==> src/rtl/aclk_alarm_sequencer_pkg.sv <==
// Shared types and constants for the alarm clock sequencer.
// Latency: n/a (declarations only).
// Backpressure: n/a.
package aclk_pkg;

   localparam int SECS_PER_MIN = 60;

   // Wide enough for the longest snooze: 15 minutes of seconds.
   localparam int TIMER_W = $clog2(15 * 60 + 1);

   typedef struct packed {
      logic [3:0] h_tens;
      logic [3:0] h_units;
      logic [3:0] m_tens;
      logic [3:0] m_units;
   } bcd_time_t;

   typedef enum logic [1:0] {
      IDLE,
      RINGING,
      SNOOZE,
      LOCKOUT
   } state_t;

endpackage

==> src/rtl/aclk_alarm_sequencer_if.sv <==
// Bundle of time/alarm inputs, button pulses and buzzer outputs for the sequencer.
// Latency: n/a (wiring only).
// Backpressure: none; all inputs are pulses or levels, all outputs are registered levels/pulses.
// Ports: master drives time, enable and buttons and observes outputs; slave is the sequencer.
interface aclk_alarm_sequencer_if;
   import aclk_pkg::*;

   logic      one_second;
   logic      alarm_enable;
   bcd_time_t cur_time;
   bcd_time_t alarm_time;
   logic      snooze_btn;
   logic      stop_btn;
   logic      sound_alarm;
   logic      snoozing;
   logic [2:0] snooze_count;
   logic      alarm_done;

   modport master (
      output one_second, alarm_enable, cur_time, alarm_time, snooze_btn, stop_btn,
      input  sound_alarm, snoozing, snooze_count, alarm_done
   );

   modport slave (
      input  one_second, alarm_enable, cur_time, alarm_time, snooze_btn, stop_btn,
      output sound_alarm, snoozing, snooze_count, alarm_done
   );

endinterface

==> src/rtl/aclk_alarm_sequencer_sec_timer.sv <==
// Loadable seconds down-counter; decrements on tick, holds at zero, never wraps.
// Latency: load takes effect next cycle; expire is combinational on the tick that takes 1 -> 0.
// Backpressure: none; load has priority over tick, so a tick coinciding with a load is dropped.
// Ports: clk/reset, tick (one_second), load/load_val, zero (count==0), expire (reaching-zero pulse).
module aclk_sec_timer #(
   parameter int W = 10
) (
   input  logic         clk,
   input  logic         reset,
   input  logic         tick,
   input  logic         load,
   input  logic [W-1:0] load_val,
   output logic         zero,
   output logic         expire
);

   logic [W-1:0] cnt_q;
   logic [W-1:0] cnt_d;

   always_comb begin
      cnt_d = cnt_q;
      if (load) begin
         cnt_d = load_val;
      end else if (tick && (cnt_q != '0)) begin
         cnt_d = cnt_q - 1'b1;
      end
   end

   always_ff @(posedge clk) begin
      if (reset) begin
         cnt_q <= '0;
      end else begin
         cnt_q <= cnt_d;
      end
   end

   assign zero   = (cnt_q == '0);
   // Independent of load so the controller can use it to decide whether to load.
   assign expire = tick && (cnt_q == W'(1));

endmodule

==> src/rtl/aclk_alarm_sequencer.sv <==
// Alarm sequencer: rising-edge time match rings the buzzer, with snooze, stop, ring timeout and snooze limit.
// Latency: outputs are registered, one cycle after the causing input.
// Backpressure: none; button pulses and ticks are consumed in the cycle they arrive.
// Ports: clk, reset (sync, active-high); bus (slave) carries time/alarm/enable/buttons in and buzzer state out.
module aclk_alarm_sequencer
   import aclk_pkg::*;
#(
   parameter int SNOOZE_MIN     = 5,
   parameter int RING_TIMEOUT_S = 60,
   parameter int MAX_SNOOZES    = 3
) (
   input  logic                 clk,
   input  logic                 reset,
   aclk_alarm_sequencer_if.slave bus
);

   localparam logic [TIMER_W-1:0] RING_LOAD   = TIMER_W'(RING_TIMEOUT_S);
   localparam logic [TIMER_W-1:0] SNOOZE_LOAD = TIMER_W'(SNOOZE_MIN * SECS_PER_MIN);
   localparam logic [2:0]         MAX_CNT     = 3'(MAX_SNOOZES);

   state_t       state_q, state_d;
   logic         match, match_q, trigger;
   logic         sound_alarm_q, snoozing_q, alarm_done_q;
   logic [2:0]   snooze_count_q, snooze_count_d;
   logic         done_d;
   logic         tmr_load;
   logic [TIMER_W-1:0] tmr_load_val;
   logic         tmr_zero, tmr_expire, tmr_fire;

   assign match   = (bus.cur_time == bus.alarm_time);
   // Edge-only so a stopped alarm cannot re-ring during the same minute.
   assign trigger = match && !match_q && bus.alarm_enable;

   aclk_sec_timer #(.W(TIMER_W)) u_timer (
      .clk      (clk),
      .reset    (reset),
      .tick     (bus.one_second),
      .load     (tmr_load),
      .load_val (tmr_load_val),
      .zero     (tmr_zero),
      .expire   (tmr_expire)
   );

   // A timer already sitting at zero while active also counts as expiry on a
   // tick, so the FSM can never stall in RINGING/SNOOZE.
   assign tmr_fire = tmr_expire || (tmr_zero && bus.one_second);

   always_comb begin
      state_d        = state_q;
      snooze_count_d = snooze_count_q;
      done_d         = 1'b0;
      tmr_load       = 1'b0;
      tmr_load_val   = RING_LOAD;

      if (!bus.alarm_enable) begin
         state_d        = IDLE;
         snooze_count_d = '0;
      end else begin
         unique case (state_q)
            IDLE: begin
               if (trigger) begin
                  state_d        = RINGING;
                  tmr_load       = 1'b1;
                  tmr_load_val   = RING_LOAD;
                  snooze_count_d = '0;
               end
            end
            RINGING: begin
               if (bus.stop_btn) begin
                  state_d = LOCKOUT;
                  done_d  = 1'b1;
               end else if (bus.snooze_btn || tmr_fire) begin
                  if (snooze_count_q < MAX_CNT) begin
                     state_d        = SNOOZE;
                     tmr_load       = 1'b1;
                     tmr_load_val   = SNOOZE_LOAD;
                     snooze_count_d = snooze_count_q + 3'd1;
                  end else begin
                     // Snoozes exhausted: a snooze request ends the event.
                     state_d = LOCKOUT;
                     done_d  = 1'b1;
                  end
               end
            end
            SNOOZE: begin
               if (bus.stop_btn) begin
                  state_d = LOCKOUT;
                  done_d  = 1'b1;
               end else if (tmr_fire) begin
                  state_d      = RINGING;
                  tmr_load     = 1'b1;
                  tmr_load_val = RING_LOAD;
               end
            end
            LOCKOUT: begin
               // Wait out the matching minute; the count stays visible until then.
               if (!match) begin
                  state_d        = IDLE;
                  snooze_count_d = '0;
               end
            end
            default: begin
               state_d = IDLE;
            end
         endcase
      end
   end

   always_ff @(posedge clk) begin
      if (reset) begin
         state_q        <= IDLE;
         match_q        <= 1'b0;
         sound_alarm_q  <= 1'b0;
         snoozing_q     <= 1'b0;
         snooze_count_q <= '0;
         alarm_done_q   <= 1'b0;
      end else begin
         state_q        <= state_d;
         match_q        <= match;
         sound_alarm_q  <= (state_d == RINGING);
         snoozing_q     <= (state_d == SNOOZE);
         snooze_count_q <= snooze_count_d;
         alarm_done_q   <= done_d;
      end
   end

   assign bus.sound_alarm  = sound_alarm_q;
   assign bus.snoozing     = snoozing_q;
   assign bus.snooze_count = snooze_count_q;
   assign bus.alarm_done   = alarm_done_q;

endmodule

==> src/flat_wrapper.sv <==
// flat-port wrapper written by rule: the top's interface ports become plain ports
module aclk_alarm_sequencer_flat import aclk_pkg::*;
#(
   parameter int SNOOZE_MIN     = 5,
   parameter int RING_TIMEOUT_S = 60,
   parameter int MAX_SNOOZES    = 3
)
  (clk, reset, bus_one_second, bus_alarm_enable, bus_cur_time, bus_alarm_time, bus_snooze_btn, bus_stop_btn, bus_sound_alarm, bus_snoozing, bus_snooze_count, bus_alarm_done);
  aclk_alarm_sequencer_if bus_i ();
  input  logic clk;
  input  logic reset;
  input wire logic [$bits(bus_i.one_second)-1:0] bus_one_second;
  input wire logic [$bits(bus_i.alarm_enable)-1:0] bus_alarm_enable;
  input wire logic [$bits(bus_i.cur_time)-1:0] bus_cur_time;
  input wire logic [$bits(bus_i.alarm_time)-1:0] bus_alarm_time;
  input wire logic [$bits(bus_i.snooze_btn)-1:0] bus_snooze_btn;
  input wire logic [$bits(bus_i.stop_btn)-1:0] bus_stop_btn;
  output wire logic [$bits(bus_i.sound_alarm)-1:0] bus_sound_alarm;
  output wire logic [$bits(bus_i.snoozing)-1:0] bus_snoozing;
  output wire logic [$bits(bus_i.snooze_count)-1:0] bus_snooze_count;
  output wire logic [$bits(bus_i.alarm_done)-1:0] bus_alarm_done;
  assign bus_i.one_second = bus_one_second;
  assign bus_i.alarm_enable = bus_alarm_enable;
  assign bus_i.cur_time = bus_cur_time;
  assign bus_i.alarm_time = bus_alarm_time;
  assign bus_i.snooze_btn = bus_snooze_btn;
  assign bus_i.stop_btn = bus_stop_btn;
  assign bus_sound_alarm = bus_i.sound_alarm;
  assign bus_snoozing = bus_i.snoozing;
  assign bus_snooze_count = bus_i.snooze_count;
  assign bus_alarm_done = bus_i.alarm_done;
  aclk_alarm_sequencer #(.SNOOZE_MIN(SNOOZE_MIN), .RING_TIMEOUT_S(RING_TIMEOUT_S), .MAX_SNOOZES(MAX_SNOOZES)) u_core (.clk(clk), .reset(reset), .bus(bus_i));
endmodule
==> config.mk <==
export PLATFORM = sky130hd
export DESIGN_NAME = aclk_alarm_sequencer_flat
export DESIGN_NICKNAME = d
export VERILOG_FILES = /design/src/rtl/aclk_alarm_sequencer_pkg.sv /design/src/rtl/aclk_alarm_sequencer_if.sv /design/src/rtl/aclk_alarm_sequencer_sec_timer.sv /design/src/rtl/aclk_alarm_sequencer.sv /design/src/flat_wrapper.sv
export SDC_FILE = /design/constraint.sdc
export NUM_CORES = 1
export LEC_CHECK = 0
export ABC_AREA = 1
export CORE_ASPECT_RATIO = 2
export CORE_UTILIZATION = 53
export CTS_CLUSTER_DIAMETER = 200
export DETAILED_ROUTE_END_ITERATION = 16
export PLACE_DENSITY = 0.83
export SLEW_MARGIN = 20
export SYNTH_ARGS = -nofsm -noshare
export SYNTH_HDL_FRONTEND = slang
export SYNTH_HIERARCHICAL = 1
export SYNTH_SLANG_ARGS = --single-unit
==> constraint.sdc <==
create_clock -name clk -period 5.4 [get_ports clk]
set_input_delay 1.08 -clock clk [delete_from_list [all_inputs] [get_ports clk]]
set_output_delay 1.08 -clock clk [all_outputs]
set_load 0.02 [all_outputs]
=== Word-level counts from Yosys, hierarchy flattened ===
Index checks and enable logic that the tools add are counted.
W data, S select, Z words.

* Input bits: 38
* Bits in registers: 19
* Word-level logic and storage cells: 73

* Magnitude comparators: 1
* Bitwise gates (word level): 1
* Mux-type cells: 35
* Reductions and logical operators: 15
* Eq/ne operators: 12
* $add $sub $neg: 2

{| class="wikitable"
|+ Operator list
! kind !! number
|-
| $mux W10 || 6
|-
| $eq A16 B16 Y1 || 1
|-
| $mux W3 || 5
|-
| $mux W2 || 7
|-
| $mux W1 || 12
|-
| $eq A10 B1 Y1 const B || 1
|-
| $logic_not A10 Y1 || 1
|-
| $reduce_bool A10 Y1 || 1
|-
| $sub A10 B1 Y10 const B || 1
|-
| $mux W9 || 1
|-
| $pmux W3 S3 || 1
|-
| $pmux W2 S4 || 1
|-
| $eq A2 B2 Y1 const B || 3
|-
| $ne A2 B1 Y1 const B || 3
|-
| $reduce_and A6 Y1 || 1
|-
| $logic_and A1 B1 Y1 || 5
|-
| $eq A2 B1 Y1 const B || 2
|-
| $ne A2 B2 Y1 const B || 2
|-
| $add A3 B1 Y3 const B || 1
|-
| $lt A3 B2 Y1 const B || 1
|-
| $pmux W1 S3 || 1
|-
| $reduce_bool A3 Y1 || 1
|-
| $logic_not A2 Y1 || 1
|-
| $logic_or A1 B1 Y1 || 2
|-
| other kinds (5) || 5
|}

=== Depth between registers and ports, before layout ===
Gate-level depths: netlist of the first run.

* Depth after elaboration: 9
* Gate-level depth with buffers: 20
* Gate-level depth less buffers: 20

=== By module ===
Netlist of the first run, hierarchy kept.

{| class="wikitable"
|+ Modules (own cells, without submodules)
! module !! area an instance (um^2) !! sequential area each (um^2) !! instances !! cells an instance
|-
| aclk_alarm_sequencer || 992.2 || 180.2 || 1 || 189
|-
| aclk_sec_timer || 733.2 || 200.2 || 1 || 124
|}

=== Worst setup path after synthesis of the first run ===
OpenSTA, ideal clock, no wires.

* Path type: in2reg
* Start point: in bus_one_second
* End point: reg u_core.u_timer.cnt_q[9]
* Cell stages on the path: 13
* Required time: 5.291 ns
* Slack: 2.326 ns
* Arrival time: 2.965 ns
* Buffers on the path: 1
* Cells stage by stage: nand3_1 nor4_1 a21oi_1 or2_2 o21ai_0 a21oi_1 nor3_1 inv_2 clkbuf_1 nand3_1 nand3_1 nand2_1 inv_1

* Cells in the longest elaborated chain, start to end: 8
* Elaborated cells on any way between the ends: 13

{| class="wikitable"
|+ Ends and longest elaborated chain
! item !! RTL line !! source
|-
| start, declared || flat_wrapper.sv:12 || <nowiki>input wire logic [$bits(bus_i.one_second)-1:0] bus_one_second;</nowiki>
|-
| $logic_and A1 B1 Y1 (*) || aclk_alarm_sequencer_sec_timer.sv:39 || <nowiki>assign expire = tick && (cnt_q == W'(1));</nowiki>
|-
| named net u_core.tmr_expire || aclk_alarm_sequencer.sv:28 || <nowiki>logic tmr_zero, tmr_expire, tmr_fire;</nowiki>
|-
| $logic_or A1 B1 Y1 (*) || aclk_alarm_sequencer.sv:46 || <nowiki>assign tmr_fire = tmr_expire || (tmr_zero && bus.one_second);</nowiki>
|-
| $logic_or A1 B1 Y1 || aclk_alarm_sequencer.sv:72 || <nowiki>end else if (bus.snooze_btn || tmr_fire) begin</nowiki>
|-
| $mux W1 || aclk_alarm_sequencer.sv:72 ||
|-
| $mux W1 || aclk_alarm_sequencer.sv:69 || <nowiki>if (bus.stop_btn) begin</nowiki>
|-
| $pmux W1 S3 (*) || aclk_alarm_sequencer.sv:59 || <nowiki>unique case (state_q)</nowiki>
|-
| $mux W1 (*) || aclk_alarm_sequencer.sv:55 || <nowiki>if (!bus.alarm_enable) begin</nowiki>
|-
| named net u_core.tmr_load || aclk_alarm_sequencer.sv:26 || <nowiki>logic tmr_load;</nowiki>
|-
| $mux W10 / $reduce_bool A2 Y1 (equally long branches) || -- ||
|-
| end signal, assigned || aclk_alarm_sequencer_sec_timer.sv:33 || <nowiki>cnt_q <= cnt_d;</nowiki>
|-
| end, declared || aclk_alarm_sequencer_sec_timer.sv:17 || <nowiki>logic [W-1:0] cnt_q;</nowiki>
|}

The timed path passes the listed nets; every way through them passes the cells marked *.
A chain may end at the register's enable or synchronous reset.

=== Final worst setup path of the first run ===
* Start point: in bus_one_second
* End point: reg u_core.u_timer.cnt_q[8]

The elaborated chain is that of the path after synthesis.

==> results of run 1 <==
cells in the final DEF, fill, tap and decap left out, types with 8 or more instances in the layout:
| cell type | count |
|---|---|
| sky130_fd_sc_hd__a21oi_1 | 17 |
| sky130_fd_sc_hd__conb_1 | 8 |
| sky130_fd_sc_hd__nor2_1 | 49 |
| sky130_fd_sc_hd__nand3_1 | 14 |
| sky130_fd_sc_hd__dfxtp_1 | 19 |
| sky130_fd_sc_hd__ha_1 | 9 |
| sky130_fd_sc_hd__o21ai_0 | 10 |
| sky130_fd_sc_hd__clkdlybuf4s50_1 | 43 |
| sky130_fd_sc_hd__inv_1 | 58 |
| sky130_fd_sc_hd__nand2_1 | 98 |
power by group:
group          switching, uW  internal (uW)
clock                   48.6           51.2
sequential              37.9            170
combinational            245            149
total                    332            370
state kept, by name (all words and copies together) (netlist names):
name	count
u_core/bus.sound_alarm	1
u_core/match_q	1
u_core/bus.snoozing	1
u_core/bus.snooze_count	3
u_core/bus.alarm_done	1
u_core/u_timer/cnt_q	10
u_core/state_q	2
area by class of cell:
class / instances / area, sq um / share of cell area
Clock inverter: 1 / 5.005 / 0.002215
Tap cell: 31 / 38.79 / 0.01716
Clock buffer: 3 / 41.29 / 0.01827
Sequential cell: 19 / 380.4 / 0.1683
Inverter: 61 / 234.0 / 0.1035
Timing Repair Buffer: 43 / 430.4 / 0.1905
Multi-Input combinational cell: 238 / 1130 / 0.5000
worst max path at each step:
| stage | startpoint | endpoint | slack (ns) | depth (start not counted) |
|---|---|---|---|---|
| 2_1_floorplan | bus_one_second | u_core/u_timer/cnt_q[9] | 2.33 | 13 |
| 3_3_place_gp | bus_one_second | u_core/u_timer/cnt_q[3] | 1.50 | 13 |
| 3_5_place_dp | bus_one_second | u_core/u_timer/cnt_q[8] | 1.37 | 13 |
| 4_1_cts | bus_one_second | u_core/u_timer/cnt_q[8] | 1.62 | 13 |
| 5_1_grt | bus_one_second | u_core/u_timer/cnt_q[8] | 1.30 | 13 |
| 6_report | bus_one_second | u_core/u_timer/cnt_q[8] | 1.62 | 13 |
per-stage QoR:
stage	hold WS (ns)	instances	cell area [sq um]	worst slack, ns
final	0.4936	396	2260	1.619
after floorplan	0.4509	319	1748	2.326
after global placement	0.4709	392	2213	1.496
after CTS	0.4967	396	2260	1.622
after detailed placement	0.4850	392	2213	1.367
after global routing	0.5323	396	2260	1.297
worst max-delay path, delay by kind of cell:
kind	cells	cell delay (ns)
AND/OR/NAND/NOR	6	1.48
buffers and inverters	3	0.94
AO/OA/AOI/OAI	4	0.39
metal layers:
metal / vias to the layer above / track usage
li1: 1046 / -
met1: 822 / 0.2143
met3: 16 / 0.01087
met4: 0 / 0.1719
met2: 58 / 0.5415
met5: - / 0
kinds of logic after synthesis:
| logic type | Yosys count |
|---|---|
| buffers and inverters | 62 |
| XOR/XNOR | 2 |
| adder cells (fa/ha/maj) | 9 |
| flip-flops | 19 |
| other | 2 |
| AND/OR/NAND/NOR | 185 |
| AO/OA/AOI/OAI | 34 |
synth_stat cells (all sizes together):
cell type	n	area share
a21boi	1	0.0044
a21oi	17	0.049
a31oi	2	0.0073
clkbuf	1	0.0022
clkinv	1	0.0051
conb	2	0.0044
dfxtp	19	0.22
ha	9	0.065
inv	60	0.13
nand2	105	0.24
nand3	16	0.052
nand4	3	0.011
nor2	55	0.13
nor3	3	0.0087
nor4	1	0.0036
o21ai	12	0.035
o21bai	1	0.0044
o22ai	1	0.0036
or2	2	0.0073
xor2	2	0.010
==> results by group, run 1 <==
Routing
  – Met3 WL: 108 um
  – Drc violations: 0
  – Vias after detailed routing: 1,942
  – Per-cell via count in the routed design: 4.904
  – Iteration count of the initial detailed-routing pass: 5
  – Routed wire length per instance: 10.68 um
  – Amount of wire on met2 after detailed routing: 2497 um
  – Metal-1 WL: 1431 um
  – First-iteration detailed-routing DRC count: 34
  – Final antenna-violating net count: 0
  – Aggregate routed wire length: 4230 um
  – Highest metal layer used by the detailed router: met4

Yosys
  – Post-Synth Simple-Gate Area: 0.4583
  – Adder and majority gate portion of the synthesized area: 0.06526
  – Mux share of post-synthesis cell area: 0
  – Sequential fraction of the synthesis area: 0.2204
  – Flops & latches, synth: 19
  – Cell area after synthesis: 1725 sq um
  – Synthesis Warnings: 6
  – Number of cells produced by synthesis: 313
  – Synth cell types: 27
  – Post-synthesis share of cell area spent on xor and xnor gates: 0.01015
  – Synth Area per Inst: 5.512 sq um
  – Dominant combinational cell family by area after synthesis: simple AND/OR/NAND/NOR gates
  – Area fraction in compound gates after synthesis: 0.1037

Worst setup path
  – Launching element type of the critical path: input port
  – Critical path cell sequence: clkdlybuf4s50_1, nand3_1, nor4_1, a21oi_1, or2_2, o21ai_0, a21oi_1, nor3_1, inv_2, nand2_4, clkinv_4, nand2_1, a21oi_1
  – FF-to-FF End: u_core/u_timer/cnt_q[8]
  – Longest individual stage delay on the worst path: 0.56 ns
  – Most frequent cell on the critical path: sky130_fd_sc_hd__a21oi_1
  – Required @ worst endpoint: 5.53 ns
  – Crit path arrival time: 3.91 ns
  – Cell with the largest stage delay on the worst path: sky130_fd_sc_hd__clkdlybuf4s50_1
  – Critical path start-end classification: in -> reg
  – Critical R2R Launch: u_core/u_timer/cnt_q[6]
  – Crit path capture type: flop
  – Largest fanout of any net on the critical path: 16
  – FF-to-FF path depth: 15
  – Register-to-register path setup slack: 2.27 ns

Floorplan
  – Die area: 3502 sq um
  – Effective utilization at floorplan: 0.5529
  – Height of the chip: 82.69 um
  – I/O pin cnt: 44
  – FP Rows: 29
  – Chip Width: 42.35 um
  – CORE AREA: 3120 sq um

Timing
  – Setup repair after global routing missed its margin: no
  – Final Hold Viols: 0
  – Worst slew margin: 0.5179
  – Minimum period implied by the final worst setup slack: 3.781 ns
  – Setup-failing EPs final: 0
  – Max-slew violation total from the final report: 0
  – Share of the cycle needed by the critical path after routing: 0.7002
  – Clk_skew: 0.001734 ns
  – Accumulated negative setup slack: 0 ns
  – Least-Margin Pin Slew: 0.7176 ns
  – Maximum operating frequency: 264.5 MHz

Finish
  – Antenna fix cells: 0
  – Synthesis-to-finish area growth: 30.96%
  – Final Net Count: 413
  – Fill cells: 308
  – Final core utilization: 0.7241
  – Share of cells above drive strength 1: 0.06575

Hold path
  – Worst Hold Endpoint: u_core/u_timer/cnt_q[6]
  – Path category of the worst min-delay check: reg -> reg
  – Worst hold path startpoint: u_core/u_timer/cnt_q[6]
  – Worst hold stages: 2

Pwr
  – VDD IR-drop max: 0.1492 mV
  – Final Power: 702.0 uW
  – Lkg Pwr: 0.001207 uW
  – Power density over cell area: 310.7 nW/um^2

Clock network
  – Post-cts hold buffer count: 0
  – CTS root buffer: sky130_fd_sc_hd__clkbuf_8
  – Number of clock sinks: 19
  – TritonCTS buffer count: 3
  – Clock insertion delay at the later pin of the skew report: 0.25 ns
  – Clock-pin slew reported for the worst setup and hold paths after clock tree synthesis: 0.07 ns
  – Number of buffers on the longest clock path: 2
  – Number of gates given a new drive strength after cts: 0
  – Total setup buffers inserted after CTS: 0
  – CTS tree: built
  – Clock H-tree levels: 1

Global route
  – Via count of the first global-routing pass: 1,870
  – Global-route wire length before repair: 6975 um
  – Pin count of the biggest net entering global routing: 17
  – Initial antenna violation count: 0
  – GR Util All Layers: 0.2556
  – Aggregate global routing overflow: 0

Placement
  – Dpl hpwl: 3643 um
  – Port-buffer cells: 43
  – Final RePlAce weighted congestion: 0.9662

Job
  – Max capacitance violation total: 0

Run status
  – Status: finished, final reports clean
No activity file was read; power rests on OpenSTA's default activity.
==> inputs of run 2 (changes only) <==
--- a/config.mk
+++ b/config.mk
@@ -7,10 +7,10 @@
 export LEC_CHECK = 0
 export ABC_AREA = 1
 export CORE_ASPECT_RATIO = 2
-export CORE_UTILIZATION = 53
+export CORE_UTILIZATION = 45
 export CTS_CLUSTER_DIAMETER = 200
 export DETAILED_ROUTE_END_ITERATION = 16
-export PLACE_DENSITY = 0.83
+export PLACE_DENSITY = 0.74
 export SLEW_MARGIN = 20
 export SYNTH_ARGS = -nofsm -noshare
 export SYNTH_HDL_FRONTEND = slang
==> constraint.sdc (replaced) <==
create_clock -name clk -period 3.2 [get_ports clk]
set_input_delay 0.64 -clock clk [delete_from_list [all_inputs] [get_ports clk]]
set_output_delay 0.64 -clock clk [all_outputs]
set_load 0.02 [all_outputs]
==> run 2 against run 1 <==
Effect of this change: sequential cell count unchanged; sequential power increased by 71%; register-to-register slack got worse by 1.8 ns; power increased by 71%; die area increased by 17%; utilization decreased by 9.4 points; sequential share of layout area decreased by 0.28 points; critical path type unchanged; largest cell class unchanged; highest routed layer unchanged.
==> results by group, run 2 (synthesis gave the netlist of run 1 again) <==
Clock network
  – Number of clock sinks: 19 (unchanged)
  – CTS root buffer: sky130_fd_sc_hd__clkbuf_8
  – Clock H-tree levels: 1 (unchanged)
  – Clock insertion delay at the later pin of the skew report: 0.26 ns (about the same)
  – CTS tree: built
  – Clock-pin slew reported for the worst setup and hold paths after clock tree synthesis: 0.08 ns (about the same)
  – TritonCTS buffer count: 3 (unchanged)
  – Number of buffers on the longest clock path: 2 (unchanged)
  – Number of gates given a new drive strength after cts: 0 (unchanged)
  – Post-cts hold buffer count: 0 (unchanged)
  – Total setup buffers inserted after CTS: 0 (unchanged)

Finish
  – Reg with most FFs: u_core/u_timer/cnt_q
  – Most frequent standard cell in the layout excluding fill and tap cells: sky130_fd_sc_hd__nand2_1
  – Synthesis-to-finish area growth: 33.14%
  – Fill cells: 374 (+21%)
  – Final core utilization: 0.6301 (-0.09408)
  – Antenna fix cells: 0 (unchanged)
  – Most frequent cells in the layout: 98 x sky130_fd_sc_hd__nand2_1, 58 x sky130_fd_sc_hd__inv_1, 49 x sky130_fd_sc_hd__nor2_1
  – Final Net Count: 415 (+0.48%)
  – Share of cells above drive strength 1: 0.07084 (+0.005091)
  – Largest register FFs: 10 (unchanged)

Global route
  – Via count of the first global-routing pass: 1,802 (-3.6%)
  – Global-route wire length before repair: 7445 um (+6.7%)
  – Initial antenna violation count: 0 (unchanged)
  – Aggregate global routing overflow: 0 (unchanged)
  – GR Util All Layers: 0.2503 (-0.005269)
  – Pin count of the biggest net entering global routing: 17 (unchanged)

Timing
  – Max-slew violation total from the final report: 0 (unchanged)
  – Setup-failing EPs final: 0 (unchanged)
  – Setup repair after global routing missed its margin: no
  – Minimum period implied by the final worst setup slack: 2.772 ns
  – Share of the cycle needed by the critical path after routing: 0.8664
  – Final Hold Viols: 0 (unchanged)
  – Accumulated negative setup slack: 0 ns (unchanged)
  – Maximum operating frequency: 360.7 MHz
  – Clk_skew: 0.003893 ns (+0.002159 ns)

Pwr
  – Part of the power in the clock network: 0.143 (about the same)
  – Power density over cell area: 521.7 nW/um^2 (+68%)
  – Sequential fraction of design power: 0.297 (about the same)
  – Internal cell power: 627.7 uW (+70%)
  – Lkg Pwr: 0.001218 uW (+0.87%)
  – VDD IR-drop max: 0.2492 mV (+67%)
  – Sw Pwr: 570.7 uW (+72%)
  – Comb power frac: 0.560 (-0.002)
  – Switching power as a share of total power: 0.4762 (+0.003730)
  – Final Power: 1198 uW (+71%)

Routing
  – Drc violations: 0 (unchanged)
  – First-iteration detailed-routing DRC count: 38 (+12%)
  – Iteration count of the initial detailed-routing pass: 4 (-1)
  – Routed wire length per instance: 10.43 um (-2.3%)
  – Vias after detailed routing: 2,002 (+3.1%)
  – Aggregate routed wire length: 4340 um (+2.6%)
  – Final antenna-violating net count: 0 (unchanged)
  – Per-cell via count in the routed design: 4.813 (-1.9%)

Floorplan
  – CORE AREA: 3646 sq um (+17%)
  – I/O pin cnt: 44 (unchanged)
  – FP Rows: 31 (+6.9%)
  – Effective utilization at floorplan: 0.4732 (-0.07969)
  – Die area: 4101 sq um (+17%)
  – Height of the chip: 89.57 um (+8.3%)
  – Chip Width: 45.79 um (+8.1%)

Worst setup path
  – Count of buffering cells on the critical path with inverters included: 3 (unchanged)
  – Crit path capture type: flop
  – Most frequent cell on the critical path: sky130_fd_sc_hd__a21oi_1
  – Critical path cell sequence: clkdlybuf4s50_1, nand3_1, nor4_1, a21oi_1, or2_2, o21ai_0, a21oi_1, nor3_1, inv_2, nand2_4, clkinv_4, nand2_1, a21oi_1
  – Top cell family by delay on the critical path: simple AND/OR/NAND/NOR gates
  – Cell with the largest stage delay on the worst path: sky130_fd_sc_hd__clkdlybuf4s50_1
  – Critical path start-end classification: in -> reg
  – Launching element type of the critical path: input port
  – Required @ worst endpoint: 3.33 ns (-2.20 ns)
  – Longest individual stage delay on the worst path: 0.49 ns (-0.07 ns)
  – Largest fanout of any net on the critical path: 16 (unchanged)
  – Crit path arrival time: 2.91 ns (-1.00 ns)

Run status
  – Status: finished, final reports clean

Hold path
  – Path category of the worst min-delay check: reg -> reg

Placement
  – Final RePlAce weighted congestion: 0.8960 (-7.3%)
  – Dpl hpwl: 3715 um (+2.0%)
  – Port-buffer cells: 43 (unchanged)

Job
  – Max capacitance violation total: 0 (unchanged)
-- run 2: changes by cell type in the layout (fill, tap and decap cells not counted) --
cell	before	now
sky130_fd_sc_hd__o21ai_0	10	9
sky130_fd_sc_hd__o21ai_1	2	3
sky130_fd_sc_hd__buf_4	0	2
-- run 2: power by group through the flow --
| stage | registers [uW] | logic (uW) | clock network, uW |
|---|---|---|---|
| floorplan | 333 | 488 | 0 |
| global placement | 357 | 653 | 0 |
| detailed placement | 357 | 661 | 0 |
| CTS | 352 | 663 | 176 |
| global route | 361 | 792 | 185 |
| finish | 356 | 671 | 171 |
-- run 2: per-stage QoR --
stage	cells	cell area, sq um	setup WS [ns]	hold slack [ns]
floorplan	319	1748	0.5660	0.4509
global placement	412	2251	0.2832	0.4760
detailed placement	412	2251	0.1678	0.4810
CTS	416	2297	0.4480	0.4927
global route	416	2297	0.08852	0.5276
finish	416	2297	0.4275	0.4888
-- run 2: cell type report --
type                       count  area [sq um]  area share
inverter                      61         234.0      0.1019
sequential                    19         380.4      0.1656
tap                           49         61.31     0.02669
timing repair buffer          45         445.4      0.1939
multi-input combinational    238          1130      0.4918
clock inverter                 1         5.005    0.002179
clock buffer                   3         41.29     0.01797
-- run 2: worst register-to-register path: stages (launching register included) --
cell and delay [ns]:
sky130_fd_sc_hd__dfxtp_1 0.37, sky130_fd_sc_hd__inv_1 0.08, sky130_fd_sc_hd__ha_1 0.26, sky130_fd_sc_hd__nand2_2 0.12, sky130_fd_sc_hd__inv_2 0.06, sky130_fd_sc_hd__nand2_1 0.08
sky130_fd_sc_hd__nor2_1 0.05, sky130_fd_sc_hd__a21oi_1 0.26, sky130_fd_sc_hd__nand2_1 0.12, sky130_fd_sc_hd__inv_1 0.11, sky130_fd_sc_hd__nor2_1 0.06, sky130_fd_sc_hd__inv_1 0.07
sky130_fd_sc_hd__o21ai_0 0.08, sky130_fd_sc_hd__a21oi_1 0.12, sky130_fd_sc_hd__nor3_1 0.08, sky130_fd_sc_hd__inv_2 0.23, sky130_fd_sc_hd__o21ai_0 0.14, sky130_fd_sc_hd__o21ai_1 0.21
sky130_fd_sc_hd__nand2_1 0.08, sky130_fd_sc_hd__a21oi_1 0.11
-- run 2: path summary, 6_finish.rpt --
path / start / endpoint / slack [ns] / cells past startpoint
setup reg to reg: u_core/u_timer/cnt_q[0] / u_core/u_timer/cnt_q[6] / 0.44 / 19
setup / recovery: bus_one_second / u_core/u_timer/cnt_q[3] / 0.43 / 13
hold reg to reg: u_core/u_timer/cnt_q[6] / u_core/u_timer/cnt_q[6] / 0.49 / 2
hold / removal: u_core/u_timer/cnt_q[6] / u_core/u_timer/cnt_q[6] / 0.49 / 2
-- run 2: layer usage --
metal  track usage  up-vias  share of wire
met3       0.03000       19          0.035
li1              -     1053              -
met1        0.2233      874           0.32
met5             0        -              0
met4        0.1578        0          0.056
met2        0.4896       56           0.59
